===== src/rtl/mem_arb_pkg.sv =====
`default_nettype none
// ============================================================================
// Module      : mem_arb_pkg
// Description : Shared types, port identifiers and byte-enable helper for the
//               two-requester memory arbiter and its lane-alignment logic.
// Revision    : 1.0 - initial release
// ============================================================================
package mem_arb_pkg;

    // Outstanding-read tracking for the single RAM port
    typedef enum logic [1:0] {
        IDLE = 2'd0,
        RD_I = 2'd1,
        RD_D = 2'd2
    } arb_state_t;

    // Access size encoding as presented on d_size (3 is illegal)
    typedef enum logic [1:0] {
        SZ_B = 2'd0,
        SZ_H = 2'd1,
        SZ_W = 2'd2
    } mem_size_t;

    // Requester identifiers used for round-robin history
    localparam logic PORT_IF = 1'b0;
    localparam logic PORT_D  = 1'b1;

    // Byte enables for an access of the given size starting at a lane offset
    function automatic logic [3:0] be_from_size(input logic [1:0] size,
                                                input logic [1:0] offset);
        logic [3:0] base;
        case (size)
            SZ_B:    base = 4'b0001;
            SZ_H:    base = 4'b0011;
            SZ_W:    base = 4'b1111;
            default: base = 4'b0000;
        endcase
        return base << offset;
    endfunction

endpackage
`default_nettype wire


===== src/rtl/lsu_lane_align.sv =====
`default_nettype none
// ============================================================================
// Module      : lsu_lane_align
// Description : Purely combinational lane handling for data accesses: store
//               data replication and byte enables, misalignment detection,
//               and load byte/half extraction with sign or zero extension.
// Revision    : 1.0 - initial release
// ============================================================================
module lsu_lane_align
    import mem_arb_pkg::*;
(
    input  logic [1:0]  i_addr_lo,
    input  logic [1:0]  i_size,
    input  logic [31:0] i_wdata,
    output logic [3:0]  o_be,
    output logic [31:0] o_wdata,
    output logic        o_misaligned,
    input  logic [1:0]  i_ld_off,
    input  logic [1:0]  i_ld_size,
    input  logic        i_ld_unsigned,
    input  logic [31:0] i_rdata,
    output logic [31:0] o_ld_data
);

    logic [31:0] w_shifted;

    // Bring the addressed lane down to bit 0; halves sit at offset 0 or 2 so
    // a byte-granular shift covers both sizes.
    assign w_shifted = i_rdata >> {i_ld_off, 3'b000};

    assign o_be = be_from_size(i_size, i_addr_lo);

    // Misalignment: halves on odd bytes, words off a word boundary, size 3
    always_comb begin
        o_misaligned = 1'b0;
        case (i_size)
            SZ_B:    o_misaligned = 1'b0;
            SZ_H:    o_misaligned = i_addr_lo[0];
            SZ_W:    o_misaligned = |i_addr_lo;
            default: o_misaligned = 1'b1;
        endcase
    end

    // Replicate right-justified store data across every lane it could occupy
    always_comb begin
        o_wdata = i_wdata;
        case (i_size)
            SZ_B:    o_wdata = {4{i_wdata[7:0]}};
            SZ_H:    o_wdata = {2{i_wdata[15:0]}};
            default: o_wdata = i_wdata;
        endcase
    end

    // Extract the loaded byte/half and extend it to a full word
    always_comb begin
        o_ld_data = i_rdata;
        case (i_ld_size)
            SZ_B:    o_ld_data = {{24{~i_ld_unsigned & w_shifted[7]}}, w_shifted[7:0]};
            SZ_H:    o_ld_data = {{16{~i_ld_unsigned & w_shifted[15]}}, w_shifted[15:0]};
            default: o_ld_data = i_rdata;
        endcase
    end

endmodule
`default_nettype wire


===== src/rtl/mem_arbiter.sv =====
`default_nettype none
// ============================================================================
// Module      : mem_arbiter
// Description : Round-robin arbiter placing an instruction-fetch port and an
//               RV32I load/store port onto a single byte-lane RAM port. Grants
//               and RAM strobes are combinational; read responses return one
//               cycle after acceptance. Misaligned data accesses are answered
//               with an error response and never reach the RAM.
//               Define MEM_ARB_STATS_EN to add saturating grant/conflict
//               counters (stat_if_grants, stat_d_grants, stat_conflicts).
// Revision    : 1.0 - initial release
// ============================================================================
module mem_arbiter
    import mem_arb_pkg::*;
#(
    parameter int ADDR_WIDTH = 31,
    parameter int DATA_WIDTH = 31
) (
    input  logic                  clk,
    input  logic                  rst,
    input  logic                  clk_en,
    input  logic                  if_req,
    input  logic [ADDR_WIDTH:0]   if_addr,
    output logic                  if_gnt,
    output logic                  if_rvalid,
    output logic [DATA_WIDTH:0]   if_rdata,
    input  logic                  d_req,
    input  logic                  d_we,
    input  logic [1:0]            d_size,
    input  logic                  d_unsigned,
    input  logic [ADDR_WIDTH:0]   d_addr,
    input  logic [DATA_WIDTH:0]   d_wdata,
    output logic                  d_gnt,
    output logic                  d_rvalid,
    output logic [DATA_WIDTH:0]   d_rdata,
    output logic                  d_err,
    output logic                  ram_read_req,
    output logic [ADDR_WIDTH:0]   ram_read_addr,
    input  logic [DATA_WIDTH:0]   ram_read_data,
    output logic                  ram_write_enable,
    output logic [3:0]            ram_byte_enable,
    output logic [ADDR_WIDTH:0]   ram_write_addr,
    output logic [DATA_WIDTH:0]   ram_write_data
`ifdef MEM_ARB_STATS_EN
    ,
    output logic [31:0]           stat_if_grants,
    output logic [31:0]           stat_d_grants,
    output logic [31:0]           stat_conflicts
`endif
);

    arb_state_t  state_q, state_d;
    logic        rr_last_q, rr_last_d;
    logic        err_pend_q, err_pend_d;
    logic [1:0]  ld_off_q, ld_off_d;
    logic [1:0]  ld_size_q, ld_size_d;
    logic        ld_uns_q, ld_uns_d;

    logic                w_active;
    logic                w_if_win;
    logic                w_d_win;
    logic [ADDR_WIDTH:0] w_if_word;
    logic [ADDR_WIDTH:0] w_d_word;
    logic [3:0]          w_be;
    logic [31:0]         w_st_data;
    logic                w_misaligned;
    logic [31:0]         w_ld_data;

    // Reset is folded in so nothing is granted while the block is held in reset
    assign w_active  = clk_en & rst;
    assign w_if_word = if_addr >> 2;
    assign w_d_word  = d_addr >> 2;

    // A lone requester wins; on a conflict the port that did not win last wins
    assign w_if_win = w_active & if_req & (~d_req  | (rr_last_q == PORT_D));
    assign w_d_win  = w_active & d_req  & (~if_req | (rr_last_q == PORT_IF));

    lsu_lane_align u_lane_align (
        .i_addr_lo     (d_addr[1:0]),
        .i_size        (d_size),
        .i_wdata       (d_wdata),
        .o_be          (w_be),
        .o_wdata       (w_st_data),
        .o_misaligned  (w_misaligned),
        .i_ld_off      (ld_off_q),
        .i_ld_size     (ld_size_q),
        .i_ld_unsigned (ld_uns_q),
        .i_rdata       (ram_read_data),
        .o_ld_data     (w_ld_data)
    );

    // Accept logic: grants, RAM strobes and the next outstanding-read state
    always_comb begin
        state_d          = state_q;
        rr_last_d        = rr_last_q;
        err_pend_d       = err_pend_q;
        ld_off_d         = ld_off_q;
        ld_size_d        = ld_size_q;
        ld_uns_d         = ld_uns_q;
        if_gnt           = 1'b0;
        d_gnt            = 1'b0;
        ram_read_req     = 1'b0;
        ram_read_addr    = '0;
        ram_write_enable = 1'b0;
        ram_byte_enable  = 4'b0000;
        ram_write_addr   = '0;
        ram_write_data   = '0;
        if (w_active) begin
            // Any outstanding response is delivered this cycle
            state_d    = IDLE;
            err_pend_d = 1'b0;
            if (w_if_win) begin
                if_gnt        = 1'b1;
                rr_last_d     = PORT_IF;
                ram_read_req  = 1'b1;
                ram_read_addr = w_if_word;
                state_d       = RD_I;
            end else if (w_d_win) begin
                d_gnt     = 1'b1;
                rr_last_d = PORT_D;
                if (w_misaligned) begin
                    err_pend_d = 1'b1;
                end else if (d_we) begin
                    ram_write_enable = 1'b1;
                    ram_byte_enable  = w_be;
                    ram_write_addr   = w_d_word;
                    ram_write_data   = w_st_data;
                end else begin
                    ram_read_req  = 1'b1;
                    ram_read_addr = w_d_word;
                    state_d       = RD_D;
                    ld_off_d      = d_addr[1:0];
                    ld_size_d     = d_size;
                    ld_uns_d      = d_unsigned;
                end
            end
        end
    end

    // Arbiter state registers; a reset drops any read still in flight
    always_ff @(posedge clk or negedge rst) begin
        if (!rst) begin
            state_q    <= IDLE;
            rr_last_q  <= PORT_IF;
            err_pend_q <= 1'b0;
            ld_off_q   <= 2'b00;
            ld_size_q  <= 2'b00;
            ld_uns_q   <= 1'b0;
        end else begin
            state_q    <= state_d;
            rr_last_q  <= rr_last_d;
            err_pend_q <= err_pend_d;
            ld_off_q   <= ld_off_d;
            ld_size_q  <= ld_size_d;
            ld_uns_q   <= ld_uns_d;
        end
    end

    assign if_rvalid = (state_q == RD_I);
    assign if_rdata  = if_rvalid ? ram_read_data : '0;
    assign d_rvalid  = (state_q == RD_D) | err_pend_q;
    assign d_err     = err_pend_q;
    assign d_rdata   = (state_q == RD_D) ? w_ld_data : '0;

`ifdef MEM_ARB_STATS_EN
    logic [31:0] stat_if_q, stat_if_d;
    logic [31:0] stat_d_q, stat_d_d;
    logic [31:0] stat_cf_q, stat_cf_d;

    // Saturating event counters, frozen while clk_en is low
    always_comb begin
        stat_if_d = stat_if_q;
        stat_d_d  = stat_d_q;
        stat_cf_d = stat_cf_q;
        if (if_gnt && !(&stat_if_q)) begin
            stat_if_d = stat_if_q + 32'd1;
        end
        if (d_gnt && !(&stat_d_q)) begin
            stat_d_d = stat_d_q + 32'd1;
        end
        if (w_active && if_req && d_req && !(&stat_cf_q)) begin
            stat_cf_d = stat_cf_q + 32'd1;
        end
    end

    // Counter registers
    always_ff @(posedge clk or negedge rst) begin
        if (!rst) begin
            stat_if_q <= '0;
            stat_d_q  <= '0;
            stat_cf_q <= '0;
        end else begin
            stat_if_q <= stat_if_d;
            stat_d_q  <= stat_d_d;
            stat_cf_q <= stat_cf_d;
        end
    end

    assign stat_if_grants = stat_if_q;
    assign stat_d_grants  = stat_d_q;
    assign stat_conflicts = stat_cf_q;
`endif

endmodule
`default_nettype wire


===== config.mk =====
export PLATFORM = sky130hd
export DESIGN_NAME = mem_arbiter
export DESIGN_NICKNAME = d
export VERILOG_FILES = /design/src/rtl/mem_arb_pkg.sv /design/src/rtl/lsu_lane_align.sv /design/src/rtl/mem_arbiter.sv
export SDC_FILE = /design/constraint.sdc
export NUM_CORES = 1
export LEC_CHECK = 0
export ABC_AREA = 1
export BUFFER_PORTS_ARGS = -buffer_cell sky130_fd_sc_hd__buf_2
export CORE_AREA = 2 2 121 123
export DETAILED_ROUTE_END_ITERATION = 6
export DIE_AREA = 0 0 123 125
export GPL_TIMING_DRIVEN = 0
export HOLD_SLACK_MARGIN = 0.02
export MAX_ROUTING_LAYER = met4
export PLACE_DENSITY_LB_ADDON = 0.05
export SETUP_SLACK_MARGIN = 0.05
export SYNTH_ARGS = -nofsm -noshare
export SYNTH_HDL_FRONTEND = slang
export SYNTH_HIERARCHICAL = 1
export SYNTH_SLANG_ARGS = --single-unit

===== constraint.sdc =====
create_clock -name clk -period 2.54 [get_ports clk]
set_clock_uncertainty 0.15 [all_clocks]
set_input_delay 0.508 -clock clk [delete_from_list [all_inputs] [get_ports clk]]
set_output_delay 0.508 -clock clk [all_outputs]
set_load 0.01 [all_outputs]

* Word level (Yosys, flattened, before mapping)
Cells that the tools add are included.
Storage, ports and cells: bits in registers 9, bits of input ports 137, output and inout port bits 171
Operators by class: eq/ne operators 5, shifts and indexed selects 2, multiplexer cells 50, bitwise operators 17, reductions and logical operators 6
Operator list (count):
- 30-bit two-way mux | 9
- 32-bit two-way mux | 8
- 32-bit one-hot mux with 2 select lines | 2
- 32-bit by 5-bit right shift with 16-bit output | 1
- 1-bit two-way mux | 20
- 4-bit two-way mux | 5
- 4-bit one-hot mux with 3 select lines | 1
- 2-bit two-way mux | 4
- 1-bit bitwise AND | 7
- 1-bit inverter | 7
- 2-bit by 1-bit equality test with 1-bit output, second input constant | 3
- 5-bit AND reduction | 1
- 2-bit equality test, second input constant | 2
- 2-bit zero test | 2
- 4-bit by 2-bit << shifter with 4-bit output | 1
- 1-bit OR | 3
- 1-bit one-hot mux with 3 select lines | 1
- 2-bit AND reduction | 1
- 2-bit nonzero test | 1
- 2-bit OR reduction | 1

* Longest topological paths before layout
word-level depth 8, gate-level depth with buffers 10, gate-level depth less buffers 8

* Hierarchy
Netlist, hierarchy kept.
By module, submodules not included:
- mem_arbiter | times used 1, cells each 441, area each 2290.9 µm², seq. area each 225.2 µm²
- lsu_lane_align | times used 1, cells each 281, area each 1365.1 µm², seq. area each 0.0 µm²

* Worst setup path before layout
No wires, ideal clock.
path type in2out, from input port d_size[0], to output port ram_read_addr[0], data arrival time 1.732 ns, data required time 1.882 ns, setup slack 0.150 ns, stages on the path 7, path buffers 1, cells stage by stage ha_1 -> nor3_1 -> a31oi_1 -> inv_1 -> clkbuf_1 -> nand3_1 -> o21ai_0
Between the ends: longest elaborated chain between the ends 6
Ends and longest elaborated chain:
- from (decl) | line mem_arbiter.sv:29 | input logic [1:0] d_size,
- 2-bit equality test, or another cell as far along | line lsu_lane_align.sv:36 | case (i_size)
- 1-bit one-hot mux with 3 select lines * | line lsu_lane_align.sv:36
- named net w_misaligned | line mem_arbiter.sv:66 | logic w_misaligned;
- 30-bit two-way mux * | line mem_arbiter.sv:121 | if (w_misaligned) begin
- 30-bit two-way mux * | line mem_arbiter.sv:118 | end else if (w_d_win) begin
- 30-bit two-way mux * | line mem_arbiter.sv:112 | if (w_if_win) begin
- 32-bit two-way mux * | line mem_arbiter.sv:108 | if (w_active) begin
- to (decl) | line mem_arbiter.sv:38 | output logic [ADDR_WIDTH:0] ram_read_addr,
The timed path passes the listed nets; every way through them passes the cells marked *.

* Final worst setup path
from input port d_size[1], to output port ram_byte_enable[1]
RTL lines:
- 2-bit equality test, or another cell as far along | line lsu_lane_align.sv:36
- 1-bit one-hot mux with 3 select lines * | line lsu_lane_align.sv:36
- named net w_misaligned | line mem_arbiter.sv:66
- 4-bit two-way mux * | line mem_arbiter.sv:121
- 4-bit two-way mux * | line mem_arbiter.sv:118
- 4-bit two-way mux * | line mem_arbiter.sv:112
- 4-bit two-way mux * | line mem_arbiter.sv:108
- to (decl) | line mem_arbiter.sv:41 | output logic [3:0] ram_byte_enable,
Marked as above.

==> flow_summary_export.csv <==
group,metric,value,unit
grt,antenna_found_initial,0,
sta,tightest_slew,0.532,ns
placed_design,io_buffers,301,
floorplanning,rows,44,
critical_path,path_max_fanout,7,
yosys,ys_types,29,
routing,drt-total-wl,15.9,mm
critical_path,cp-start-kind,"input pin",
power,swShare,50.0,%
routing,drtPass1Iterations,4,
critical_path,criticalPathCategory,"in -> out",
sta,maxSlewViolCount,0,
floorplanning,dieHeight,125,um
placed_design,dp_hpwl,12.5,mm
yosys,ys_ff_latch,9,
clock_tree,cts_tree,"done",
routing,drtIter0Drc,250,
status,status,"completed",
yosys,synth_cells,722,
layout,multi_input_area,0.00258,mm^2
critical_path,timing.reg2reg.setup_slack,1.11,ns
layout,fin_nets,1196,
sta,finalSetupViolations,0,
layout,final-seq-area,225,um^2
critical_path,crit_arrival,1.85,ns
yosys,synth.area.top_cells,"inv_1, nand3_1, nor2_1, nand2_1, o21ai_0",
sta,holdWs,0.330,ns
critical_path,crit-reg2reg-launch,"rr_last_q",
routing,ant_nets,0,
floorplanning,top_level_ports,308,
floorplanning,initial_core_util,25.7,%
power,p_leak,3.92,nW
clock_tree,clockRootBuffer,"clkbuf_16",
power,p_switching,1.03,mW
yosys,synth_area_leader_cell,"inv_1",
yosys,synth_top_area_share,18.4,%
critical_path,required,1.88,ns
power,p_clk_share,13.3,%
critical_path,endpoint_kind,"primary output",
clock_tree,cts.path.max_buffers,2,
grt,grt_start_max_net_pins,11,
sta,max_freq,0.399,GHz
min_path,min_to,"ld_size_q[1]",
routing,num_vias,5349,
yosys,synth_area,0.00366,mm^2
sta,rsz0062_at_grt,"yes",
yosys,synth_top_flop_cell,"dfrtp_1",
yosys,seq_area_frac_synth,6.16,%
floorplanning,core-area,0.0142,mm^2
layout,drive_gt1_share,42.2,%
grt,grt_pass1_wl,24.2,mm
power,peakVddDrop,0.166,mV
clock_tree,clk_latency,0.23,ns
floorplanning,die_width,123,um
routing,drcViolationCount,0,
min_path,worstHoldStart,"ld_size_q[1]",
power,pwr-share-comb,77.2,%
grt,grt_pass1_vias,4759,
clock_tree,numCtsBuffers,3,
min_path,whs_path_depth,2,
placed_design,dp_slack,-0.350,ns
yosys,yosys_warnings,6,
yosys,syn-mean-instance-area,5.06,um^2
grt,grt_use_total,19.7,%
flow_run,drv_cap,0,
min_path,min_path_type,"reg -> reg",
critical_path,rr_endpoint,"state_q[0]",
yosys,postSynth.asyncResetShare,100,%
layout,syn_to_final_growth,72.1,%
sta,period_share,98.7,%
power,seqPwrFrac,9.5,%
critical_path,reg2reg_depth,5,
layout,num-fill-cells,1629,
placed_design,gp_congestion,0.836,
routing,viasPerCell,4.32,
clock_tree,cts_sinks,9,
clock_tree,clk_pin_slew_worst_paths,0.04,ns
yosys,synth_edf_count,0,
sta,slew_headroom,64.5,%
power,internal_power,1.03,mW
grt,grt.overflow.total,0,
power,powerDensity,327,mW/mm^2
sta,hold_viol,0,
floorplanning,fp.dieArea,0.0154,mm^2
routing,wl_per_cell,12.9,um
sta,fin_ws,0.0321,ns
layout,diodes,0,
sta,fin_crit,2.51,ns
clock_tree,htree_levels,1,
## synth_stat cells, types with 2 or more instances
library cell / number
inv_1: 179
nor2_1: 121
nand2_1: 116
nand3_1: 96
o21ai_0: 75
nor2_4: 30
clkbuf_1: 19
buf_2: 13
buf_4: 13
dfrtp_1: 9
o22ai_1: 9
buf_6: 6
nand2_2: 5
nand4_1: 5
ha_1: 4
o21ai_1: 4
nand3_4: 3
buf_8: 2
clkbuf_2: 2
nor2_8: 2
## worst max-delay path by stage
stage,from,to
final,d_size[1],ram_byte_enable[1]
after global placement,d_size[0],ram_read_addr[20]
after floorplan,d_size[0],ram_read_addr[0]
after global routing,d_size[1],ram_write_addr[2]
after CTS,d_size[0],ram_write_addr[14]
after detailed placement,d_size[0],ram_read_addr[20]
## stage by stage
| step | TNS (ns) | power, mW | instances | utilization [%] | area (um^2) |
|---|---|---|---|---|---|
| 2_1_floorplan | 0 | 1.15 | 725 | - | 3670 |
| 3_3_place_gp | -20.98 | 1.62 | 1210 | 38.0 | 5400 |
| 3_5_place_dp | -20.98 | 1.61 | 1210 | 38.0 | 5400 |
| 4_1_cts | 0 | 1.95 | 1223 | 41.2 | 5850 |
| 5_1_grt | -0.354 | 2.28 | 1238 | 44.3 | 6290 |
| 6_report | 0 | 2.06 | 1238 | 44.3 | 6290 |
## power groups by stage
stage          clock network [mW]  registers (mW)  logic [mW]
2_1_floorplan                   0           0.192       0.959
3_3_place_gp                    0           0.198        1.42
3_5_place_dp                    0           0.197        1.42
4_1_cts                     0.281           0.196        1.47
5_1_grt                     0.287           0.200        1.79
6_report                    0.273           0.195        1.59
## timing repair
| item | in CTS | in global routing |
|---|---|---|
| hold buffers | 1 | 0 |
| setup buffers | 7 | 13 |
| gates resized for setup | 67 | 87 |
| gates cloned | 1 | 2 |
| endpoints found under the setup margin | 98 | 123 |
| pin swaps | 7 | 21 |
| endpoints found under the hold margin | 9 | 0 |
## cells in the final DEF (no fill, tap or decap), types with 9 or more instances in the layout
cell	n
clkbuf_1	13
o21ai_0	58
dfrtp_1	9
buf_6	47
o21ai_1	19
inv_1	172
buf_4	31
nand2_1	115
buf_2	269
nor2_4	38
nor2_1	110
nand3_1	96
## layer usage
| layer | global-route usage [%] | part of all wire (%) | vias up |
|---|---|---|---|
| met5 | - | 0 | - |
| li1 | - | - | 2815 |
| met1 | 23.8 | 41 | 2354 |
| met4 | 2.81 | 0.95 | 0 |
| met3 | 1.73 | 6.2 | 12 |
| met2 | 35.9 | 52 | 168 |
## registers in the layout, summed over array words and instances, names as in the netlist
name       cells
d_err          1
ld_off_q       2
ld_size_q      2
ld_uns_q       1
rr_last_q      1
state_q        2
## kinds of logic after synthesis
| kind of cell | after synthesis | share of synthesized area (%) |
|---|---|---|
| buf+inv | 237 | 28.2 |
| compound gates | 91 | 12.9 |
| flops | 9 | 6.16 |
| fa+ha+maj | 4 | 1.37 |
| other cells | 1 | 0.103 |
| simple gates | 380 | 51.3 |
## cell type report
cell class	count	area share, %
Sequential cell	9	3.58
Clock buffer	4	1.25
Timing Repair Buffer	325	32.0
Tap cell	184	3.66
Buffer	55	7.38
Multi-Input combinational cell	479	41.0
Inverter	182	11.2
## critical path, stage by stage
cell	delay [ns]
buf_8	0.11
ha_4	0.16
nor3_4	0.17
a31oi_4	0.07
nor2_2	0.16
nand3_4	0.11
buf_12	0.18
buf_12	0.16
nor2_4	0.10
buf_6	0.10
Power figures use the tool's default switching activity.
